===== src/rtl/frogger_pkg.sv =====
// Shared types and keycodes for the frog selection / arrow-key control hub.
package frogger_pkg;

  typedef enum logic [1:0] {
    DIR_UP    = 2'd0,
    DIR_DOWN  = 2'd1,
    DIR_LEFT  = 2'd2,
    DIR_RIGHT = 2'd3
  } dir_t;

  typedef enum logic [1:0] {
    IDLE   = 2'd0,
    DELAY  = 2'd1,
    REPEAT = 2'd2
  } rpt_state_t;

  localparam logic [15:0] KEY_UP    = 16'h52;
  localparam logic [15:0] KEY_DOWN  = 16'h51;
  localparam logic [15:0] KEY_LEFT  = 16'h50;
  localparam logic [15:0] KEY_RIGHT = 16'h4F;
  localparam logic [15:0] KEY_NONE  = 16'h0;

endpackage


===== src/rtl/frog_control_hub_key_repeat.sv =====
// Frame-counted press-and-hold repeat FSM: one pulse on press, then after
// REPEAT_DELAY frames, then every REPEAT_RATE frames until release.
module key_repeat
  import frogger_pkg::*;
#(
  parameter int REPEAT_DELAY = 20,
  parameter int REPEAT_RATE  = 6
) (
  input  logic       Clk,
  input  logic       Reset,
  input  logic       frame_evt,
  input  logic       dir_valid,
  input  logic [1:0] dir,
  input  logic       enable,
  output logic       pulse,
  output logic [1:0] pulse_dir
);

  localparam int RATE    = (REPEAT_RATE < 1) ? 1 : REPEAT_RATE;
  localparam int CNT_MAX = (REPEAT_DELAY > RATE) ? REPEAT_DELAY : RATE;
  localparam int CNT_W   = $clog2(CNT_MAX + 1);
  localparam logic [CNT_W-1:0] DELAY_LOAD = (REPEAT_DELAY > 0) ? CNT_W'(REPEAT_DELAY - 1) : '0;
  localparam logic [CNT_W-1:0] RATE_LOAD  = CNT_W'(RATE - 1);

  rpt_state_t       state;
  logic [CNT_W-1:0] cnt;
  logic [1:0]       held_dir;
  logic             released;

  // Release or a change of direction drops straight back to IDLE, frame or not.
  assign released = !dir_valid || (dir != held_dir);

  always_ff @(posedge Clk) begin
    if (Reset) begin
      state     <= IDLE;
      cnt       <= '0;
      held_dir  <= DIR_UP;
      pulse     <= 1'b0;
      pulse_dir <= DIR_UP;
    end else begin
      pulse <= 1'b0;
      if (state != IDLE && released) begin
        state <= IDLE;
        cnt   <= '0;
      end else begin
        case (state)
          IDLE: begin
            if (frame_evt && dir_valid && enable) begin
              pulse     <= 1'b1;
              pulse_dir <= dir;
              held_dir  <= dir;
              cnt       <= DELAY_LOAD;
              state     <= DELAY;
            end
          end
          DELAY: begin
            // With REPEAT_DELAY of zero the FSM parks here until release.
            if (frame_evt && REPEAT_DELAY > 0) begin
              if (cnt == '0) begin
                pulse <= enable;
                if (enable) pulse_dir <= held_dir;
                cnt   <= RATE_LOAD;
                state <= REPEAT;
              end else begin
                cnt <= cnt - 1'b1;
              end
            end
          end
          REPEAT: begin
            if (frame_evt) begin
              if (cnt == '0) begin
                pulse <= enable;
                if (enable) pulse_dir <= held_dir;
                cnt   <= RATE_LOAD;
              end else begin
                cnt <= cnt - 1'b1;
              end
            end
          end
          default: begin
            state <= IDLE;
            cnt   <= '0;
          end
        endcase
      end
    end
  end

endmodule


===== src/rtl/frog_control_hub.sv =====
// Top-level frog selection, auto-advance, position mux and arrow-key move pulses
// for NUM_FROGS frogs driven by a USB keycode and the VGA vertical sync.
module frog_control_hub
  import frogger_pkg::*;
#(
  parameter int                NUM_FROGS    = 3,
  parameter int                COORD_W      = 11,
  parameter int                KEY_W        = 16,
  parameter logic [KEY_W-1:0]  SEL_KEY_BASE = KEY_W'(16'h59),
  parameter int                REPEAT_DELAY = 20,
  parameter int                REPEAT_RATE  = 6,
  localparam int               IDX_W        = (NUM_FROGS > 1) ? $clog2(NUM_FROGS) : 1
) (
  input  logic                         Clk,
  input  logic                         Reset,
  input  logic                         frame_vs,
  input  logic [KEY_W-1:0]             keycode,
  input  logic [NUM_FROGS*COORD_W-1:0] frog_x,
  input  logic [NUM_FROGS*COORD_W-1:0] frog_y,
  input  logic [NUM_FROGS-1:0]         frog_dead,
  input  logic [NUM_FROGS-1:0]         frog_home,
  output logic [NUM_FROGS-1:0]         active_onehot,
  output logic [IDX_W-1:0]             active_idx,
  output logic                         sel_valid,
  output logic [COORD_W-1:0]           cur_x,
  output logic [COORD_W-1:0]           cur_y,
  output logic                         move_up,
  output logic                         move_down,
  output logic                         move_left,
  output logic                         move_right,
  output logic [1:0]                   last_dir
);

  function automatic logic [IDX_W-1:0] wrap_add(input logic [IDX_W-1:0] a,
                                                input logic [IDX_W-1:0] b);
    logic [IDX_W:0] s;
    s = {1'b0, a} + {1'b0, b};
    if (s >= (IDX_W+1)'(NUM_FROGS)) s = s - (IDX_W+1)'(NUM_FROGS);
    return s[IDX_W-1:0];
  endfunction

  logic             vs_s1, vs_s2, frame_evt;
  logic [KEY_W-1:0] key_q;

  // Input stage: vsync synchroniser and keycode register
  always_ff @(posedge Clk) begin
    if (Reset) begin
      vs_s1 <= 1'b0;
      vs_s2 <= 1'b0;
      key_q <= '0;
    end else begin
      vs_s1 <= frame_vs;
      vs_s2 <= vs_s1;
      key_q <= keycode;
    end
  end

  assign frame_evt = vs_s1 & ~vs_s2;

  logic [NUM_FROGS-1:0]   eligible, elig_rot;
  logic [2*NUM_FROGS-1:0] elig_dbl;
  logic                   sel_hit, adv_found;
  logic [IDX_W-1:0]       sel_idx, adv_ofs;

  assign eligible = ~(frog_dead | frog_home);
  assign elig_dbl = {eligible, eligible};
  // Bit j of elig_rot is the eligibility of frog (active_idx + j) mod NUM_FROGS.
  assign elig_rot = NUM_FROGS'(elig_dbl >> active_idx);

  always_comb begin
    sel_hit = 1'b0;
    sel_idx = '0;
    for (int k = 0; k < NUM_FROGS; k++) begin
      if (key_q == SEL_KEY_BASE + KEY_W'(k) && eligible[k]) begin
        sel_hit = 1'b1;
        sel_idx = IDX_W'(k);
      end
    end
  end

  always_comb begin
    adv_found = 1'b0;
    adv_ofs   = '0;
    for (int j = NUM_FROGS - 1; j >= 1; j--) begin
      if (elig_rot[j]) begin
        adv_found = 1'b1;
        adv_ofs   = IDX_W'(j);
      end
    end
  end

  // Selection stage: auto-advance off a dead/home frog outranks a select key
  always_ff @(posedge Clk) begin
    if (Reset) begin
      sel_valid  <= 1'b0;
      active_idx <= '0;
    end else if (sel_valid && !elig_rot[0]) begin
      sel_valid <= adv_found;
      if (adv_found) active_idx <= wrap_add(active_idx, adv_ofs);
    end else if (sel_hit) begin
      sel_valid  <= 1'b1;
      active_idx <= sel_idx;
    end
  end

  assign active_onehot = sel_valid ? (NUM_FROGS'(1) << active_idx) : '0;

  logic [COORD_W-1:0] mux_x, mux_y;

  always_comb begin
    mux_x = '0;
    mux_y = '0;
    for (int k = 0; k < NUM_FROGS; k++) begin
      if (active_idx == IDX_W'(k)) begin
        mux_x = frog_x[k*COORD_W +: COORD_W];
        mux_y = frog_y[k*COORD_W +: COORD_W];
      end
    end
  end

  // Position stage: one cycle behind the selection
  always_ff @(posedge Clk) begin
    if (Reset) begin
      cur_x <= '0;
      cur_y <= '0;
    end else if (sel_valid) begin
      cur_x <= mux_x;
      cur_y <= mux_y;
    end else begin
      cur_x <= '0;
      cur_y <= '0;
    end
  end

  logic       dir_valid;
  logic [1:0] dir;

  always_comb begin
    dir_valid = 1'b1;
    dir       = DIR_UP;
    case (key_q)
      KEY_W'(KEY_UP):    dir = DIR_UP;
      KEY_W'(KEY_DOWN):  dir = DIR_DOWN;
      KEY_W'(KEY_LEFT):  dir = DIR_LEFT;
      KEY_W'(KEY_RIGHT): dir = DIR_RIGHT;
      default:           dir_valid = 1'b0;
    endcase
  end

  logic       rpt_pulse;
  logic [1:0] rpt_dir;

  key_repeat #(
    .REPEAT_DELAY (REPEAT_DELAY),
    .REPEAT_RATE  (REPEAT_RATE)
  ) u_key_repeat (
    .Clk       (Clk),
    .Reset     (Reset),
    .frame_evt (frame_evt),
    .dir_valid (dir_valid),
    .dir       (dir),
    .enable    (sel_valid),
    .pulse     (rpt_pulse),
    .pulse_dir (rpt_dir)
  );

  assign move_up    = rpt_pulse && (rpt_dir == DIR_UP);
  assign move_down  = rpt_pulse && (rpt_dir == DIR_DOWN);
  assign move_left  = rpt_pulse && (rpt_dir == DIR_LEFT);
  assign move_right = rpt_pulse && (rpt_dir == DIR_RIGHT);
  assign last_dir   = rpt_dir;

endmodule


===== config.mk =====
export PLATFORM = sky130hd
export DESIGN_NAME = frog_control_hub
export DESIGN_NICKNAME = d
export VERILOG_FILES = /design/src/rtl/frogger_pkg.sv /design/src/rtl/frog_control_hub_key_repeat.sv /design/src/rtl/frog_control_hub.sv
export SDC_FILE = /design/constraint.sdc
export NUM_CORES = 1
export LEC_CHECK = 0
export BUFFER_PORTS_ARGS = -buffer_cell sky130_fd_sc_hd__buf_2
export CAP_MARGIN = 20
export CORE_ASPECT_RATIO = 1.1
export CORE_MARGIN = 3
export CORE_UTILIZATION = 47
export CTS_CLUSTER_DIAMETER = 120
export DETAILED_ROUTE_END_ITERATION = 7
export PLACE_DENSITY_LB_ADDON = 0.08
export SKIP_CTS_REPAIR_TIMING = 1
export SLEW_MARGIN = 20
export SYNTH_ARGS = -nofsm -noshare
export SYNTH_HDL_FRONTEND = slang
export SYNTH_HIERARCHICAL = 1
export SYNTH_SLANG_ARGS = --single-unit

===== constraint.sdc =====
create_clock -name Clk -period 3.6 [get_ports Clk]
set_clock_uncertainty 0.05 [all_clocks]
set_input_delay 0.18 -clock Clk [delete_from_list [all_inputs] [get_ports Clk]]
set_output_delay 0.18 -clock Clk [all_outputs]
set_load 0.01 [all_outputs]

==> results by group, run 1 <==
Layout
  • Non-Filler Instances: 529
  • Post-route cell area: 0.00358 mm2
  • Multi-input gate area: 0.00160 mm2
  • Layout cells sized above 1: 32.8%
  • Sequential Area: 0.00110 mm2
  • ANT cells: 0
  • Area delta synth->final: 27.4%
  • Final layout net count: 555
  • Fillers: 496

Routing
  • Wire per inst: 12.5 um
  • Vias per std cell: 5.10
  • Met1 WL: 2.80 mm
  • Met3 Wirelength: 439 um
  • First-pass DRT Iterations: 4
  • Post-route antenna net violation count: 0
  • Vias after detailed routing: 2696
  • Drt total wl: 6.63 mm
  • Highest metal used: met4
  • Met2 wire len: 3.31 mm
  • Iter 0 DRT Violations: 147
  • Drt drc: 0

Critical path
  • Crit path to: active_idx[1]
  • CP startpoint kind: flip-flop
  • Crit. End Element: flip-flop
  • Worst R2R Setup Slack: 0.76 ns
  • Crit path cell chain: buf_4 -> nor3_1 -> a21oi_1 -> mux2i_1 -> ha_1 -> inv_1 -> fa_1 -> inv_1 -> ha_1 -> nor2b_1 -> nor2b_1 -> o21ai_0 -> mux2_2 -> o21ai_1
  • CP bufs+invs: 3
  • Critical Path Fanout Max: 20
  • WP data arrival: 3.03 ns
  • Top Family by Delay on Critical Path: adder cells
  • Crit path required time: 3.79 ns
  • WP depth: 14
  • CP max-delay cell: fa_1
  • Worst setup path start: active_idx[1]
  • Worst reg2reg path depth: 14
  • R2r endpoint: active_idx[1]
  • WS Path Type: flip-flop to flip-flop
  • Reg-to-reg startpoint: active_idx[1]
  • Max incr delay on CP: 0.53 ns

Clocking
  • Clk root buf: clkbuf_8
  • Clock tree sinks: 55
  • CTS tree: done
  • Worst-path clk slew: 0.09 ns
  • Clk Latency, worst-skew pair: 0.30 ns
  • H-tree depth: 2
  • CTS max path bufs: 2
  • CTS buffer count: 5

Synth
  • Leading area contributor after synthesis: dfxtp_1
  • Top cells by area, synth: dfxtp_1 (39%), mux2i_1 (9.3%), nor2_1 (7.2%), a21oi_1 (6.2%), nor2b_1 (5.8%)
  • Synth unique cells: 46
  • Synth warn: 6
  • Top cell type's share of synthesized area: 39.1%
  • Cells after Synth: 335
  • Post-synth net total: 436
  • Netlist Area Pre-Place: 0.00281 mm2
  • Part of the Yosys area used for sequential elements: 39.1%
  • FF+latch count, synth: 55
  • Synth Area per Inst: 8.40 um2

Power and ir drop
  • Logic pwr share: 14.6%
  • Static leakage: 1.60 nW
  • Sw Share: 23.8%
  • Seq pwr share: 56.0%
  • Switching power total: 0.268 mW
  • Power Density: 314 mW/mm2
  • Total power: 1.13 mW
  • Peak supply drop: 201 uV
  • Cell Int Power: 0.858 mW
  • Clock Power Share: 29.4%

Place
  • Buffers on Ports: 124
  • Routability Congestion: 0.802
  • Estimated wirelength of the detail-placed design: 5.26 mm
  • Post-Place Cells: 522
  • Post-DP Area: 0.00350 mm2

STA
  • Slew Limit Headroom: 45.4%
  • Setup TNS: 0 ns
  • Setup violators final: 0
  • Final Hold Vio Count: 0
  • Worst-Margin Slew: 0.819 ns
  • Final worst-path cycle share: 79.0%
  • Tmin final: 2.84 ns
  • Fmax achieved: 352 MHz
  • Pins Over Slew Limit: 0
  • Unrepaired setup endpoints after global routing: no

Die
  • Die Width: 79.8 um
  • Chip Height: 87.1 um
  • Die ar.: 0.00695 mm2
  • Starting Density: 50.5%
  • Row count: 28
  • Top-Level Pins: 125
  • Core box area: 0.00557 mm2

Global route
  • First-pass GRT wire length: 10.7 mm
  • Remaining global-route overflow: 0
  • Vias in the first global route: 2438
  • Initial antenna violation count: 0
  • Largest net degree at the start of global routing: 32
  • Gr usage total: 19.1%

Run status
  • Status: finished, final reports clean

Hold path
  • Hold Path Depth: 2
  • Hold crit path type: primary input to flip-flop
  • Worst min-delay path startpoint: keycode[13]

Job
  • Max-cap violations: 0
-- cell usage in the layout (no fill, tap or decap), types with 10 or more instances in the layout --
cell type	instances
a21oi_1	35
inv_1	12
dfxtp_1	55
nor2b_1	26
buf_2	124
o21ai_0	11
nand3_1	10
mux2i_1	26
nor2_1	54
nand2_1	12
-- power groups by stage --
stage                     clock [mW]  combinational, mW  sequential (mW)
after floorplan                    0             0.0988            0.643
after global placement             0              0.161            0.645
after detailed placement           0              0.164            0.645
after CTS                      0.345              0.165            0.631
after global routing           0.371              0.186            0.633
final                          0.332              0.164            0.630
-- worst reg2reg max path, delay by kind of cell, from the launching register on --
| kind | cells | cell delay, ns |
|---|---|---|
| buffers and inverters | 3 | 0.32 |
| adders and majority gates | 3 | 0.86 |
| AOI/OAI and AO/OA | 3 | 0.26 |
| DFF | 1 | 0.33 |
| muxes | 2 | 0.40 |
| and+or+nand+nor | 3 | 0.56 |
-- cell usage after synthesis, drive strengths merged --
cell     count
a2111oi      1
a211o        3
a211oi       4
a21boi       1
a21o         1
a21oi       36
a31oi        4
and2         1
and3         4
and3b        1
buf          5
clkbuf      12
dfxtp       55
fa           1
ha           9
inv         12
mux2         3
mux2i       26
nand2       12
nand2b       5
nand3       10
nand3b       1
nand4        1
nand4b       1
nor2        54
nor2b       26
nor3        10
nor3b        5
nor4         1
nor4b        1
o21ai       13
o22a         1
o311ai       1
o31ai        2
or2          3
or3          2
or4          3
or4b         2
xnor2        2
-- sequential cells by signal, summed over array words and instances, names as in the netlist --
signal and flops:
u_key_repeat/state 2, active_idx 2, vs_s2 1, cur_y 11, u_key_repeat/cnt 5, u_key_repeat/pulse 1, u_key_repeat/pulse_dir 2, cur_x 11
key_q 16, sel_valid 1, u_key_repeat/held_dir 2, vs_s1 1
-- stage by stage --
stage | worst slack [ns] | utilization [%] | hold WS [ns]
final | 0.756 | 64.4 | 0.0298
after global routing | 0.473 | 64.4 | 0.0146
after CTS | 0.743 | 64.4 | 0.0212
after detailed placement | 0.744 | 62.8 | 0.342
after global placement | 0.820 | 62.8 | 0.338
after floorplan | 0.491 | - | 0.199
-- kinds of logic after synthesis --
kind of cell	after synthesis	share of synthesized area (%)
flip-flops	55	39.1
multiplexers	29	10.5
AND/OR/NAND/NOR	143	27.1
AO/OA/AOI/OAI	67	13.9
XOR/XNOR	2	0.623
buffers and inverters	29	4.00
adder cells (fa/ha/maj)	10	4.72
-- layout make-up --
class / count / area share [%]
tap: 75 / 2.62
sequential: 55 / 30.7
inverter: 12 / 1.26
timing repair buffer: 129 / 18.4
clock buffer: 6 / 2.30
multi-input combinational: 251 / 44.6
clock inverter: 1 / 0.140
-- metal layers --
| metal | up-vias | track usage [%] |
|---|---|---|
| li1 | 1391 | - |
| met3 | 7 | 3.93 |
| met4 | 0 | 5.68 |
| met5 | - | 0 |
| met1 | 1219 | 22.7 |
| met2 | 79 | 34.6 |
-- worst min path at each step --
stage          slack (ns)                        to
2_1_floorplan        0.20  u_key_repeat/held_dir[0]
6_report             0.03                 key_q[13]
3_5_place_dp         0.34                 key_q[13]
3_3_place_gp         0.34                 key_q[14]
5_1_grt              0.01                 key_q[11]
4_1_cts              0.02                 key_q[15]
(Power assumes the default switching activity.)
==> run 2, diff against run 1 <==
- ABC_AREA: default -> 1
- CORE_UTILIZATION: 47 -> 43
- clock period: 3.6 -> 2.4 ns (I/O delays scaled with it)
==> run 2 against run 1 <==
Effect of this change: the run now ends with negative setup slack left; register-to-register slack got worse by 0.82 ns; count of clock-buffer cells in the layout unchanged; sequential share of layout area fell by 3.2 points; synthesized cell count grew 34%; fmax grew 15%; critical path depth increased by 2; utilization is 3.9 points lower; die area rose by 14%; clock power up 90%; critical path type unchanged.
==> results by group, run 2 <==
Critical path
  • Crit path cell chain: inv_4 -> nand2_2 -> nand2_2 -> nand2_2 -> nand2_2 -> ha_4 -> inv_2 -> fa_1 -> inv_2 -> ha_4 -> nand3b_1 -> xor2_1 -> nand2_1 -> nand2_1 -> nor2_2 -> nor2_2
  • CP bufs+invs: 3 (unchanged)
  • Crit. End Element: flip-flop
  • Top Family by Delay on Critical Path: adder cells
  • Max incr delay on CP: 0.54 ns (about the same)
  • Most frequent CP cell: nand2_2
  • WS Path Type: flip-flop to flip-flop
  • WP data arrival: 2.63 ns (-0.40 ns)
  • Crit path required time: 2.56 ns (-1.23 ns)
  • CP max-delay cell: fa_1
  • Critical Path Fanout Max: 6 (-70%)
  • CP startpoint kind: flip-flop

Run status
  • Violated checks: negative setup slack
  • Status: finished, violations left

Die
  • Die ar.: 0.00792 mm2 (+14%)
  • Core box area: 0.00663 mm2 (+19%)
  • Row count: 31 (+11%)
  • Starting Density: 44.7% (-5.8 points)
  • Top-Level Pins: 125 (unchanged)
  • Die Width: 85.1 um (+6.8%)
  • Chip Height: 93.1 um (+6.8%)

Clocking
  • CTS max path bufs: 2 (unchanged)
  • CTS buffer count: 5 (unchanged)
  • H-tree depth: 2 (unchanged)
  • Clk Latency, worst-skew pair: 0.30 ns (about the same)
  • Clk root buf: clkbuf_8
  • Clock tree sinks: 55 (unchanged)
  • CTS tree: done
  • Worst-path clk slew: 0.10 ns (about the same)

Layout
  • Largest register FFs: 16 (unchanged)
  • Sequential Area: 0.00110 mm2 (+0.34%)
  • Layout cells sized above 1: 30.6% (-2.2 points)
  • Leading cell type in the layout, fill and taps excluded: buf_2
  • Non-Filler Instances: 673 (+27%)
  • Commonest cells after routing, fill and taps aside: buf_2 (124), nand2_1 (98), nand3_1 (80), inv_1 (72), dfxtp_1 (54)
  • Biggest register: key_q
  • ANT cells: 0 (unchanged)
  • Area delta synth->final: 35.4%
  • Largest registers: key_q: 16 flops, cur_x: 11 flops, cur_y: 11 flops
  • Final layout net count: 691 (+25%)
  • Multi-input gate area: 0.00153 mm2 (-4.6%)
  • Fillers: 646 (+30%)

Synth
  • Leading area contributor after synthesis: dfxtp_1
  • Async S/R FF share, synth: 0% (unchanged)
  • Top cells by area, synth: dfxtp_1 (37%), nand3_1 (14%), nand2_1 (13%), inv_1 (9.4%), nor2_1 (5.8%)
  • Synth warn: 6 (unchanged)
  • Most frequent cells after synthesis: nand2_1 (103), nand3_1 (80), inv_1 (74)
  • Post-synth EDFFs: 0 (unchanged)
  • FF+latch count, synth: 55 (unchanged)
  • Top cell type's share of synthesized area: 37.2% (-2.0 points)
  • Netlist Area Pre-Place: 0.00296 mm2 (+5.3%)
  • Synth unique cells: 30 (-35%)
  • Post-synth net total: 550 (+26%)
  • Cells after Synth: 449 (+34%)
  • Top-count cell post-synth: nand2_1
  • Synth Area per Inst: 6.60 um2 (-21%)
  • Part of the Yosys area used for sequential elements: 37.2% (-2.0 points)
  • Most used DFF post-synth: dfxtp_1

STA
  • Setup violators final: 2 (+2)
  • Final Hold Vio Count: 0 (unchanged)
  • Worst-Margin Slew: 0.386 ns (-0.434 ns)
  • Final worst-path setup slack: -0.0666 ns (-0.823 ns)
  • Hold slack: 0.0457 ns (+0.0159 ns)
  • Tmin final: 2.47 ns (-0.377 ns)
  • Final worst-path cycle share: 103% (+24 points)
  • Pins Over Slew Limit: 0 (unchanged)
  • Fmax achieved: 405 MHz (+15%)
  • Slew Limit Headroom: 74.3% (+29 points)
  • Unrepaired setup endpoints after global routing: yes

Routing
  • Wire per inst: 11.4 um (-8.7%)
  • Vias after detailed routing: 3213 (+19%)
  • Vias per std cell: 4.77 (-6.3%)
  • Drt total wl: 7.70 mm (+16%)
  • Drt drc: 0 (unchanged)
  • Iter 0 DRT Violations: 84 (-43%)
  • Post-route antenna net violation count: 0 (unchanged)
  • First-pass DRT Iterations: 7 (+3)

Place
  • Buffers on Ports: 124 (unchanged)
  • Post-Place Cells: 645 (+24%)
  • Routability Congestion: 0.808 (+0.75%)
  • Estimated wirelength of the detail-placed design: 5.67 mm (+7.7%)

Global route
  • Vias in the first global route: 2909 (+19%)
  • Initial antenna violation count: 0 (unchanged)
  • Gr usage total: 18.5% (-0.65 points)
  • First-pass GRT wire length: 12.2 mm (+14%)
  • Remaining global-route overflow: 0 (unchanged)
  • Largest net degree at the start of global routing: 27 (-16%)

Power and ir drop
  • Cell Int Power: 1.37 mW (+60%)
  • Seq pwr share: 53.2% (-2.8 points)
  • Logic pwr share: 11.0% (-3.6 points)
  • Power Density: 438 mW/mm2 (+39%)
  • Static leakage: 2.23 nW (+40%)
  • Total power: 1.76 mW (+56%)
  • Peak supply drop: 298 uV (+49%)
  • Clock Power Share: 35.9% (+6.5 points)
  • Sw Share: 21.8% (-2.0 points)
  • Switching power total: 0.384 mW (+43%)

Job
  • Max-cap violations: 0 (unchanged)

Hold path
  • Hold crit path type: primary input to flip-flop
## run 2: changes by cell type in the layout (fill, tap and decap cells not counted), sizes merged, moves of 5 or more
cell,previous run,this run
nand3,10,84
mux2i,26,0
a21oi,36,15
o21ai,13,5
dlygate4sd3,0,17
buf,129,134
nand2b,5,0
nand2,12,112
inv,12,78
nor2b,26,0
## run 2: power by group through the flow
| stage | clock network (mW) | logic (mW) | registers, mW |
|---|---|---|---|
| finish | 0.631 | 0.193 | 0.934 |
| global route | 0.691 | 0.217 | 0.936 |
| CTS | 0.657 | 0.161 | 0.936 |
| detailed placement | 0 | 0.160 | 0.957 |
| global placement | 0 | 0.157 | 0.956 |
| floorplan | 0 | 0.0727 | 0.955 |
## run 2: worst paths after layout
| path | startpoint | depth (start not counted) | to | slack [ns] |
|---|---|---|---|---|
| worst max register to register | active_idx[0] | 16 | active_idx[0] | -0.07 |
| worst max-delay path | active_idx[0] | 16 | active_idx[0] | -0.07 |
| worst min register to register | vs_s1 | 2 | vs_s2 | 0.41 |
| worst min-delay path | frog_x[1] | 5 | cur_x[1] | 0.05 |
## run 2: layer usage
layer  global-route usage [%]  vias to the layer above  part of all wire [%]
met5                        0                        -                     0
li1                         -                     1676                     -
met3                     3.26                       15                   4.8
met1                     20.9                     1422                    42
met2                     34.8                      100                    52
met4                     5.80                        0                   1.9
## run 2: layout make-up
class | count | area share [%]
Sequential cell | 55 | 27.5
Timing Repair Buffer | 151 | 21.6
Multi-Input combinational cell | 299 | 38.0
Tap cell | 82 | 2.56
Inverter | 78 | 7.36
Clock inverter | 2 | 0.873
Clock buffer | 6 | 2.06
## run 2: kinds of logic (layout without fill, tap and decap cells)
| logic type | after synthesis | count (layout) | share of synthesized area (%) |
|---|---|---|---|
| XOR/XNOR | 2 | 2 | 0.591 |
| buffers and inverters | 95 | 237 | 12.9 |
| AND/OR/NAND/NOR | 264 | 264 | 40.7 |
| AO/OA/AOI/OAI | 23 | 23 | 4.22 |
| flip-flops | 55 | 55 | 37.2 |
| adder cells (fa/ha/maj) | 10 | 10 | 4.48 |
## run 2: worst register-to-register path: cells and delay by family, from the launching register on
kind | cells | cell delay (ns)
buffers and inverters | 3 | 0.18
DFF | 1 | 0.39
adders and majority gates | 3 | 0.83
and+or+nand+nor | 9 | 0.75
xor gates and xnor gates | 1 | 0.19
## run 2: per-stage QoR
stage	utilization (%)	TNS (ns)	instance area (um2)	worst slack (ns)
after floorplan	-	0	2960	0.0146
after global placement	55.1	0	3650	0.000159
after detailed placement	55.1	-0.180	3650	-0.101
after CTS	56.9	-0.159	3770	-0.100
after global routing	60.5	-0.418	4010	-0.218
final	60.5	-0.0917	4010	-0.0666
==> run 3, diff against run 2 <==
- RECOVER_POWER: default -> 50
- REMOVE_ABC_BUFFERS: default -> 1
==> run 3 against run 2 <==
Effect of this change: the run still ends with negative setup slack left; setup slack improved by 0.0013 ns; combinational power barely moved; critical path depth did not move; clock power fell by 16%; first-iteration DRC count rose by 37%; critical endpoint unchanged; largest cell class unchanged.
==> results by group, run 3 (synthesis gave the netlist of run 2 again) <==
Run status
  • Violated checks: negative setup slack
  • Status: finished, violations left

Routing
  • Drt total wl: 7.55 mm (-1.9%)
  • Drt drc: 0 (unchanged)
  • First-pass DRT Iterations: 4 (-3)
  • Wire per inst: 11.1 um (-2.6%)
  • Post-route antenna net violation count: 0 (unchanged)
  • Iter 0 DRT Violations: 115 (+37%)
  • Vias after detailed routing: 3187 (-0.81%)
  • Vias per std cell: 4.70 (-1.5%)

Place
  • Routability Congestion: 0.889 (+10%)
  • Post-DP Area: 0.00369 mm2 (+0.92%)
  • Estimated wirelength of the detail-placed design: 5.51 mm (-2.8%)
  • Buffers on Ports: 124 (unchanged)
  • Pre-CTS WS: -0.0601 ns (+0.0408 ns)

Die
  • Top-Level Pins: 125 (unchanged)
  • Starting Density: 44.7% (unchanged)
  • Die ar.: 0.00792 mm2 (unchanged)
  • Chip Height: 93.1 um (unchanged)
  • Row count: 31 (unchanged)
  • Die Width: 85.1 um (unchanged)
  • Core box area: 0.00663 mm2 (unchanged)

Layout
  • Commonest cells after routing, fill and taps aside: buf_2 (99), nand2_1 (98), nand3_1 (80), inv_1 (72), dfxtp_1 (54)
  • Area delta synth->final: 34.4%
  • Biggest register: key_q
  • Leading cell type in the layout, fill and taps excluded: buf_2
  • Final layout net count: 696 (+0.72%)
  • Post-route cell area: 0.00398 mm2 (-0.75%)
  • Largest registers: key_q: 16 flops, cur_x: 11 flops, cur_y: 11 flops
  • Largest register FFs: 16 (unchanged)
  • Layout cells sized above 1: 26.8% (-3.8 points)
  • ANT cells: 0 (unchanged)

Global route
  • Vias in the first global route: 2879 (-1.0%)
  • First-pass GRT wire length: 12.0 mm (-1.4%)
  • Remaining global-route overflow: 0 (unchanged)
  • Largest net degree at the start of global routing: 27 (unchanged)
  • Gr usage total: 18.4% (-0.074 points)
  • Initial antenna violation count: 0 (unchanged)

Job
  • Max-cap violations: 0 (unchanged)

STA
  • Tmin final: 2.47 ns (-0.00134 ns)
  • Setup violators final: 2 (unchanged)
  • Final worst-path cycle share: 103% (about the same)
  • Fmax achieved: 406 MHz (about the same)
  • Unrepaired setup endpoints after global routing: yes
  • Pins Over Slew Limit: 0 (unchanged)
  • Slew Limit Headroom: 73.4% (-0.88 points)
  • Worst-Margin Slew: 0.399 ns (+0.0132 ns)
  • Hold slack: 0.0282 ns (-0.0176 ns)
  • Final worst-path setup slack: -0.0653 ns (+0.00134 ns)
  • Final Hold Vio Count: 0 (unchanged)

Clocking
  • Worst-path clk slew: 0.10 ns (about the same)
  • Clk root buf: clkbuf_8
  • CTS max path bufs: 2 (unchanged)
  • Clock tree sinks: 55 (unchanged)
  • CTS buffer count: 5 (unchanged)
  • H-tree depth: 2 (unchanged)
  • Clk Latency, worst-skew pair: 0.32 ns (+0.02 ns)
  • CTS tree: done

Critical path
  • Critical Path Fanout Max: 5 (-1)
  • CP startpoint kind: flip-flop
  • Crit path required time: 2.57 ns (about the same)
  • Crit. End Element: flip-flop
  • WS Path Type: flip-flop to flip-flop
  • WP data arrival: 2.64 ns (about the same)

Power and ir drop
  • Peak supply drop: 269 uV (-9.9%)
  • Static leakage: 2.13 nW (-4.6%)
  • Power Density: 416 mW/mm2 (-5.0%)

Hold path
  • Hold crit path type: primary input to flip-flop
[run 3: layout make-up]
type                       instances  area [um2]
fill                             653        2650
multi-input combinational        299        1510
sequential                        55        1100
timing repair buffer             156         872
inverter                          78         295
tap                               82         103
clock buffer                       5        68.8
clock inverter                     3        25.0
[run 3: critical path, cell delays in order (launching register included)]
cell	delay (ns)
dfxtp_4	0.38
inv_4	0.07
nand2_2	0.05
nand2_2	0.10
nand2_2	0.07
nand2_2	0.10
ha_4	0.13
inv_2	0.03
fa_1	0.57
inv_2	0.05
ha_2	0.15
nand3b_1	0.20
xor2_1	0.18
nand2_1	0.05
nand2_1	0.06
nor2_2	0.09
nor2_2	0.03
[run 3: worst paths after layout]
kind	slack (ns)	end	startpoint	cells past startpoint
max	-0.07	active_idx[0]	active_idx[0]	16
min	0.03	cur_y[3]	frog_y[3]	5
max reg2reg	-0.07	active_idx[0]	active_idx[0]	16
min reg2reg	0.39	vs_s2	vs_s1	2
[run 3: per-layer routing]
metal  global-route usage, %  vias up  wire, um
met1                    21.0     1397      3220
met4                    6.20        0        82
met5                       0        -         0
met3                    4.93        7       553
li1                        -     1683         -
met2                    33.0      100      3700
[run 3: power breakdown]
| group | switching, mW | internal (mW) | total [mW] |
|---|---|---|---|
| clock | 0.319 | 0.209 | 0.529 |
| combinational | 0.0827 | 0.112 | 0.194 |
| sequential | 0.00707 | 0.927 | 0.935 |
| total | 0.409 | 1.25 | 1.66 |
[run 3: per-stage QoR]
| stage | power, mW | cells | TNS (ns) | utilization, % |
|---|---|---|---|---|
| after global placement | 1.12 | 650 | 0 | 55.6 |
| after global routing | 1.74 | 678 | -0.364 | 60.0 |
| final | 1.66 | 678 | -0.101 | 60.0 |
| after floorplan | 1.02 | 432 | -1.29 | - |
| after detailed placement | 1.12 | 650 | -0.120 | 55.6 |
| after CTS | 1.65 | 658 | -0.157 | 57.0 |
